File: src/rtl/mem_access_unit.sv
// rtl/mem_access_unit.sv - load/store sequencer in front of a 32 x 8-bit registered-read data memory
module mem_access_unit #(
  parameter int DEPTH      = 32,
  parameter int ADDR_WIDTH = 5,
  parameter int DATA_WIDTH = 8
) (
  input  logic                  clock,
  input  logic                  clear,
  input  logic                  req_valid,
  output logic                  req_ready,
  input  logic                  req_write,
  input  logic [7:0]            req_addr,
  input  logic [DATA_WIDTH-1:0] req_wdata,
  output logic                  resp_valid,
  input  logic                  resp_ready,
  output logic [DATA_WIDTH-1:0] resp_rdata,
  output logic                  resp_error,
  output logic                  signal_memread,
  output logic                  signal_memwrite,
  output logic [ADDR_WIDTH-1:0] mem_address,
  output logic [DATA_WIDTH-1:0] mem_data_to_write,
  input  logic [DATA_WIDTH-1:0] mem_data_out,
  output logic                  busy
);

  localparam logic [2:0] S_IDLE    = 3'd0;
  localparam logic [2:0] S_WRITE   = 3'd1;
  localparam logic [2:0] S_READ    = 3'd2;
  localparam logic [2:0] S_CAPTURE = 3'd3;
  localparam logic [2:0] S_RESP    = 3'd4;

  // Nine bits so DEPTH = 256 still compares correctly against an 8-bit address.
  localparam logic [8:0] DEPTH_LIMIT = 9'(DEPTH);

  logic [2:0] state;
  logic [2:0] state_next;
  logic       accept;
  logic       addr_illegal;

  assign accept       = req_valid && (state == S_IDLE);
  assign addr_illegal = ({1'b0, req_addr} >= DEPTH_LIMIT);

  // Every handshake and strobe output is a pure decode of the registered state,
  // so an asynchronous clear drops them immediately.
  assign req_ready       = (state == S_IDLE);
  assign busy            = (state != S_IDLE);
  assign resp_valid      = (state == S_RESP);
  assign signal_memwrite = (state == S_WRITE);
  assign signal_memread  = (state == S_READ);

  // Next-state selection for the request/strobe/capture/response sequence.
  always_comb begin
    state_next = state;
    case (state)
      S_IDLE: begin
        if (accept) begin
          if (addr_illegal)   state_next = S_RESP;
          else if (req_write) state_next = S_WRITE;
          else                state_next = S_READ;
        end
      end
      S_WRITE:   state_next = S_RESP;
      S_READ:    state_next = S_CAPTURE;
      S_CAPTURE: state_next = S_RESP;
      S_RESP:    if (resp_ready) state_next = S_IDLE;
      default:   state_next = S_IDLE;
    endcase
  end

  // State register.
  always_ff @(posedge clock or negedge clear) begin
    if (!clear) state <= S_IDLE;
    else        state <= state_next;
  end

  // Memory-side address/data latch; only legal requests reach the memory bus,
  // and the values are held between operations.
  always_ff @(posedge clock or negedge clear) begin
    if (!clear) begin
      mem_address       <= '0;
      mem_data_to_write <= '0;
    end else if (accept && !addr_illegal) begin
      mem_address       <= req_addr[ADDR_WIDTH-1:0];
      mem_data_to_write <= req_wdata;
    end
  end

  // Response payload: cleared on acceptance (stores and errors return 0),
  // filled from the memory one cycle after the read strobe, frozen in RESP.
  always_ff @(posedge clock or negedge clear) begin
    if (!clear) begin
      resp_rdata <= '0;
      resp_error <= 1'b0;
    end else if (accept) begin
      resp_rdata <= '0;
      resp_error <= addr_illegal;
    end else if (state == S_CAPTURE) begin
      resp_rdata <= mem_data_out;
      resp_error <= 1'b0;
    end
  end

endmodule

File: config.mk
export PLATFORM = sky130hd
export DESIGN_NAME = mem_access_unit
export DESIGN_NICKNAME = d
export VERILOG_FILES = /design/src/rtl/mem_access_unit.sv
export SDC_FILE = /design/constraint.sdc
export NUM_CORES = 1
export LEC_CHECK = 0
export CORE_ASPECT_RATIO = 0.9
export CORE_MARGIN = 2
export CORE_UTILIZATION = 39
export CTS_CLUSTER_DIAMETER = 80
export CTS_CLUSTER_SIZE = 16
export DETAILED_ROUTE_END_ITERATION = 10
export GPL_TIMING_DRIVEN = 0
export PLACE_DENSITY = 0.88
export SETUP_SLACK_MARGIN = 0.3
export SKIP_LAST_GASP = 1
export SLEW_MARGIN = 10
export SYNTH_ARGS = -nofsm -noshare
export SYNTH_HDL_FRONTEND = slang
export SYNTH_SLANG_ARGS = --single-unit
export TNS_END_PERCENT = 1
File: constraint.sdc
create_clock -name clock -period 4.1 [get_ports clock]
set_input_delay 1.025 -clock clock [delete_from_list [all_inputs] [get_ports clock]]
set_output_delay 1.025 -clock clock [all_outputs]
set_load 0.03 [all_outputs]
# Word level (Yosys, flattened, before mapping)
# Index checks and enable logic that the tools add are counted.
[word_totals]
reg_bits = 25
in_bits = 29
output_inout_bits = 27
word_cells = 29
[classes]
order_cmp = 1
eq_ne = 6
n_mux = 9
n_reduce_logical = 8
[ops]
columns = ["cell", "count"]
rows = [
  ["8-bit 2-to-1 mux", 2],
  ["3-bit one-hot mux with 4 select lines", 1],
  ["3-bit 2-to-1 mux", 3],
  ["8-bit by 6-bit >= comparator with 1-bit output, second input constant", 1],
  ["3-bit by 2-bit equality test with 1-bit output, second input constant", 2],
  ["2-bit by 1-bit != test with 1-bit output, second input constant", 2],
  ["3-bit by 1-bit equality test with 1-bit output, second input constant", 1],
  ["3-bit equality test, second input constant", 1],
  ["3-bit zero test", 1],
  ["3-bit nonzero test", 1],
  ["1-bit logical AND", 2],
  ["1-bit 2-to-1 mux", 2],
  ["2-bit 2-to-1 mux", 1],
  ["2-bit AND reduction", 1],
  ["2-bit nonzero test", 1],
  ["2-bit OR reduction", 1],
  ["1-bit zero test", 1],
]

# Longest topological paths before layout
# Gate-level depths: netlist (run 1).
[logic_depth]
word_depth = 4
ltp_mapped = 5
depth_no_buf = 3

# Worst setup path after synthesis (run 1)
# No wires, ideal clock.
[synth_path]
path_type = "register to output"
from = "register state[0]"
to = "output port busy"
arrival_time_ns = 1.595
t_required_ns = 3.075
setup_slack_ns = 1.480
path_stages_with_launch = 4
n_path_buf = 1
path_cell_list = "dfrtp_1 buf_6 nor3_1 inv_1"
[synth_via]
elab_chain_cells = 1
[synth_rtl]
columns = ["element", "line_no", "source"]
rows = [
  ["start, declared", "35", "logic [2:0] state;"],
  ["start signal, assigned", "73", "else state <= state_next;"],
  ["3-bit nonzero test", "46", "assign busy = (state != S_IDLE);"],
  ["end, declared", "23", "output logic busy"],
]
# Every way passes these cells.

# Worst setup path after layout (run 1)
[layout_path]
from = "register state[2]"
to = "output port signal_memwrite"
[layout_via]
elab_chain_cells = 1
[layout_rtl]
columns = ["element", "line_no", "source"]
rows = [
  ["3-bit by 1-bit equality test with 1-bit output", "48", "assign signal_memwrite = (state == S_WRITE);"],
  ["end, declared", "19", "output logic signal_memwrite,"],
]
# Every way passes these cells.

==> results.txt, run 1 <==
hold_sp = mem_data_to_write[1]
Fin. Hold Viols = 0
area of the multi-input gates = 433 um^2
DRC Markers = 0
Leak = 0.847 nW
layout cells sized above 1 = 0.181
Avg Cell Area, Syn = 14.0 um^2
Post-CTS Hold Fix Bufs = 0
Starting DRT DRC Count = 4
storage element area = 626 um^2
drt first pass iters = 4
IO Pins = 56
Util after Layout = 0.637
gpl congestion = 0.688
area grow syn2layout = 56.5%
Netlist cell types = 18
DR WL/cell = 13.6 um
sequential share of the synthesized area = 0.564
worst vdd ir = 335 uV
Die Span Y = 54.6 um
die width = 60.2 um
area of the core = 2730 um^2
total wire length = 2420 um
n_diodes = 0
Worst-path clk slew = 130 ps
setup TNS = 0 ps
total track usage = 0.153
Synth Instances = 79
CTS Sinks = 25
pin count of the biggest net entering global routing = 26
Hold Path End = mem_data_to_write[1]
grt total ovfl = 0
RR Endpoint = mem_data_to_write[3]
Antenna Violating Nets Remaining = 0
status = completed
worst-margin pin slew = 1080 ps
crit path max fanout = 10
CTS HTree Levels = 1
first-pass GRT wire length = 3680 um
Max-Cap Viols = 0
Worst Hold Depth = 1
crit start category = flop
DR vias/cell = 4.57
Initial Utilization = 0.407
kind of critical path = reg2out
vias in the first global route = 829
CP Capture Type = output pin
minimum clock period = 2850 ps
initial antenna violation count = 0
Slew Limit Fails = 0
DP Wirelength = 1890 um
Ys Warns = 0
Critical Path RT = 3070 ps
Final Setup Violations = 0
Tcrit/Tclk final = 0.695
Resized cells post-CTS = 0
post-synthesis register bit count = 25
HP Class = reg2reg
CTS max path bufs = 2
root buf cell = clkbuf_4
area of the die = 3290 um^2
crit path DAT = 1820 ps
routed vias = 814
Port-buffer cells = 55
FILL cells = 214
Post-Syn Nets = 108
Clock Latency Late Sink = 320 ps
CTS tree = done
headroom to the max-slew limit = 0.276
Post-Syn Area = 1110 um^2
Post-CTS Setup Repair Bufs = 0
Layout Nets = 168
row count = 18
PD cells = 550 nW/um^2
FF-to-FF Start = state[0]
Reg2Reg Depth = 5
Min Hold Slack = 527 ps
Highest Clock Rate = 0.351 GHz
CTS Buf Count = 3
RSZ-0062 raised after global routing = no
Clock Skews = 7.91 ps
flop2flop setup slack = 2190 ps
==> placed cells by master, fill, tap and decap left out, drive strengths merged <==
master,instances
inv,2
a31oi,2
nor3b,2
dfrtp,25
nor3,4
nand3b,1
nor2,9
buf,5
or4b,2
clkdlybuf4s50,55
nand3,1
mux2i,9
nor4b,1
mux2,13
nand2,2
nand2b,1
clkbuf,4
==> metal layers <==
metal | vias up | global-route usage | share of wire
li1 | 392 | - | -
met1 | 398 | 0.185 | 0.40
met2 | 22 | 0.275 | 0.56
met3 | 2 | 0.0260 | 0.036
met4 | 0 | 0.0556 | 0.0041
met5 | - | 0 | 0
==> per-stage QoR <==
stage	std cells	cell area, um^2	total power, mW	worst slack (ps)
after floorplan	79	1110	0.641	1480
after global placement	174	1710	0.841	1190
after detailed placement	174	1710	0.853	1180
after CTS	178	1740	0.966	1240
after global routing	178	1740	1.01	1160
final	178	1740	0.955	1250
==> power by group <==
part | total (mW) | switching [mW] | internal, mW
sequential | 0.352 | 0.0374 | 0.315
combinational | 0.493 | 0.249 | 0.245
clock | 0.109 | 0.0714 | 0.0381
==> area by class of cell <==
class | instances | area share
Inverter | 2 | 0.00432
Clock buffer | 4 | 0.0151
Multi-Input combinational cell | 47 | 0.249
Sequential cell | 25 | 0.360
Buffer | 5 | 0.0252
Timing Repair Buffer | 55 | 0.317
Tap cell | 40 | 0.0288
==> synth_stat cells <==
master	instances	share of area
nor3b_1	2	0.014
inv_1	2	0.0068
nand3b_1	1	0.0068
nand2b_1	1	0.0056
nand2_1	1	0.0034
mux2i_1	9	0.081
or4b_2	2	0.018
mux2_2	3	0.030
buf_6	3	0.030
dfrtp_1	25	0.56
mux2_4	10	0.14
nor4b_4	1	0.021
buf_2	2	0.0090
nor3_1	4	0.018
nand2_4	1	0.010
nor2_1	9	0.030
nand3_1	1	0.0045
a31oi_1	2	0.011
==> sequential cells by signal (all words and copies together), names as in the netlist <==
| signal | count |
|---|---|
| mem_data_to_write | 8 |
| mem_address | 5 |
| resp_error | 1 |
| state | 3 |
| resp_rdata | 8 |
==> worst max path at each step <==
stage	start	endpoint	slack, ps	cells after the start
6_report	state[2]	signal_memwrite	1250	4
5_1_grt	state[2]	signal_memwrite	1160	4
4_1_cts	state[0]	req_ready	1240	3
3_5_place_dp	req_valid	mem_address[3]	1180	5
3_3_place_gp	req_valid	mem_data_to_write[6]	1190	5
2_1_floorplan	state[0]	busy	1480	3
==> kinds of logic (layout without fill, tap and decap cells) <==
group / count (synthesis) / in the layout / synth area share
AO/OA/AOI/OAI: 2 / 2 / 0.0113
buffers and inverters: 7 / 66 / 0.0462
flip-flops: 25 / 25 / 0.564
multiplexers: 22 / 22 / 0.247
AND/OR/NAND/NOR: 23 / 23 / 0.132
==> worst max-delay path, stage by stage, from the launching register on <==
cell             delay [ps]
dfrtp_1                 380
buf_2                   170
nand2b_1                170
nor2_1                   90
clkdlybuf4s50_1         690
(Power assumes the default switching activity.)
==> inputs of run 2 (changes only) <==
==> constraint.sdc (replaced) <==
create_clock -name clock -period 2.9 [get_ports clock]
set_input_delay 0.725 -clock clock [delete_from_list [all_inputs] [get_ports clock]]
set_output_delay 0.725 -clock clock [all_outputs]
set_load 0.03 [all_outputs]
==> run 2 against run 1 <==
- die area did not move
- via count decreased by 0.49%
- design area increased by 0.14%
- clock power rose by 42%
- largest cell class unchanged
==> results.txt, run 2 (same netlist as run 1, synthesis figures left out) <==
status = completed
drt first pass iters = 4 (unchanged)
kind of critical path = reg2out
Starting DRT DRC Count = 14 (+10)
DR WL/cell = 13.6 um (+0.29%)
Min Hold Slack = 527 ps (unchanged)
Leak = 0.865 nW (+2.2%)
crit start category = flop
Final Setup Violations = 0 (unchanged)
pre-CTS setup slack = 281 ps (-900 ps)
DP Wirelength = 1890 um (unchanged)
crit path DAT = 1800 ps (-20 ps)
DRC Markers = 0 (unchanged)
FF-to-FF Start = state[0]
total track usage = 0.153 (unchanged)
Clock Latency Late Sink = 320 ps (about the same)
total wire length = 2420 um (+0.29%)
RR Endpoint = mem_data_to_write[3]
total power = 1.35 mW (+41%)
top flop regs = mem_data_to_write: 8 flops, resp_rdata: 8 flops, mem_address: 5 flops
area of the die = 3290 um^2 (unchanged)
final worst-path setup slack = 371 ps (-880 ps)
gpl congestion = 0.688 (unchanged)
Fin. Hold Viols = 0 (unchanged)
Antenna Violating Nets Remaining = 0 (unchanged)
n_diodes = 0 (unchanged)
CTS max path bufs = 2 (unchanged)
FILL cells = 215 (+0.47%)
headroom to the max-slew limit = 0.277 (+0.000836)
minimum clock period = 2530 ps
Port-buffer cells = 55 (unchanged)
Worst-path clk slew = 130 ps (about the same)
worst-margin pin slew = 1080 ps (-1.25 ps)
first-pass GRT wire length = 3680 um (unchanged)
CP endpoint = req_ready
initial antenna violation count = 0 (unchanged)
commonest non-fill, non-tap cells in the layout = clkdlybuf4s50_1, dfrtp_1, mux2_4
area of the core = 2730 um^2 (unchanged)
commonest non-fill, non-tap cell in the layout = clkdlybuf4s50_1
Max-Cap Viols = 0 (unchanged)
flop2flop setup slack = 990 ps (-1200 ps)
Critical Path RT = 2170 ps (-900 ps)
IO Pins = 56 (unchanged)
CTS Buf Count = 3 (unchanged)
layout cells sized above 1 = 0.181 (unchanged)
storage element area = 626 um^2 (unchanged)
Post-CTS Hold Fix Bufs = 0 (unchanged)
crit path launch = state[0]
area of the multi-input gates = 433 um^2 (unchanged)
Area after DPL = 1710 um^2 (unchanged)
CP Capture Type = output pin
Reg2Reg Depth = 5 (unchanged)
worst vdd ir = 474 uV (+41%)
Tcrit/Tclk final = 0.872
Clock Skews = 8.19 ps (+0.277 ps)
pin count of the biggest net entering global routing = 26 (unchanged)
CTS tree = done
routed vias = 810 (-0.49%)
area grow syn2layout = 56.7%
Layout Nets = 168 (unchanged)
Resized cells post-CTS = 0 (unchanged)
Slew Limit Fails = 0 (unchanged)
DR vias/cell = 4.55 (-0.49%)
Highest Clock Rate = 0.395 GHz
grt total ovfl = 0 (unchanged)
root buf cell = clkbuf_4
PD cells = 777 nW/um^2 (+41%)
vias in the first global route = 829 (unchanged)
RSZ-0062 raised after global routing = yes
row count = 18 (unchanged)
Design Area, Final = 1740 um^2 (+0.14%)
Initial Utilization = 0.407 (unchanged)
crit path max fanout = 9 (-1)
die width = 60.2 um (unchanged)
Die Span Y = 54.6 um (unchanged)
CTS HTree Levels = 1 (unchanged)
CTS Sinks = 25 (unchanged)
HP Class = reg2reg
Post-CTS Setup Repair Bufs = 0 (unchanged)
setup TNS = 0 ps (unchanged)
==> run 2: stage by stage <==
stage	cells	util
finish	178	0.638
global route	178	0.638
CTS	178	0.637
detailed placement	174	0.628
global placement	174	0.628
floorplan	79	-
==> run 2: worst min-delay path by stage <==
| stage | depth (start not counted) | start | slack, ps | endpoint |
|---|---|---|---|---|
| global placement | 1 | mem_data_to_write[1] | 490 | mem_data_to_write[1] |
| finish | 1 | mem_data_to_write[1] | 530 | mem_data_to_write[1] |
| global route | 1 | mem_address[2] | 550 | mem_address[2] |
| detailed placement | 1 | mem_data_to_write[7] | 500 | mem_data_to_write[7] |
| floorplan | 0 | clear | 430 | mem_address[0] |
| CTS | 1 | mem_data_to_write[6] | 530 | mem_data_to_write[6] |
==> run 2: report_power, final <==
part           internal [mW]  total, mW  switching [mW]
clock network         0.0539      0.155           0.101
logic                  0.346      0.698           0.352
registers              0.445      0.498          0.0530
==> run 2: layout make-up <==
class,count,area share
well taps,40,0.0288
inverters,2,0.00432
clock buffers,4,0.0151
flip-flops and latches,25,0.360
repair buffers,55,0.318
plain buffers,5,0.0252
multi-input cells,47,0.249
==> run 2: worst max-delay path: stages (launching register included) <==
cell	delay, ps
dfrtp_1	400
buf_6	140
nor3_1	230
clkdlybuf4s50_1	710
==> run 2: routing by layer <==
layer | vias to the layer above | track usage | share of wire
met5 | - | 0 | 0
met4 | 0 | 0.0556 | 0.0041
met3 | 2 | 0.0260 | 0.036
met2 | 22 | 0.275 | 0.55
met1 | 394 | 0.185 | 0.41
li1 | 392 | - | -
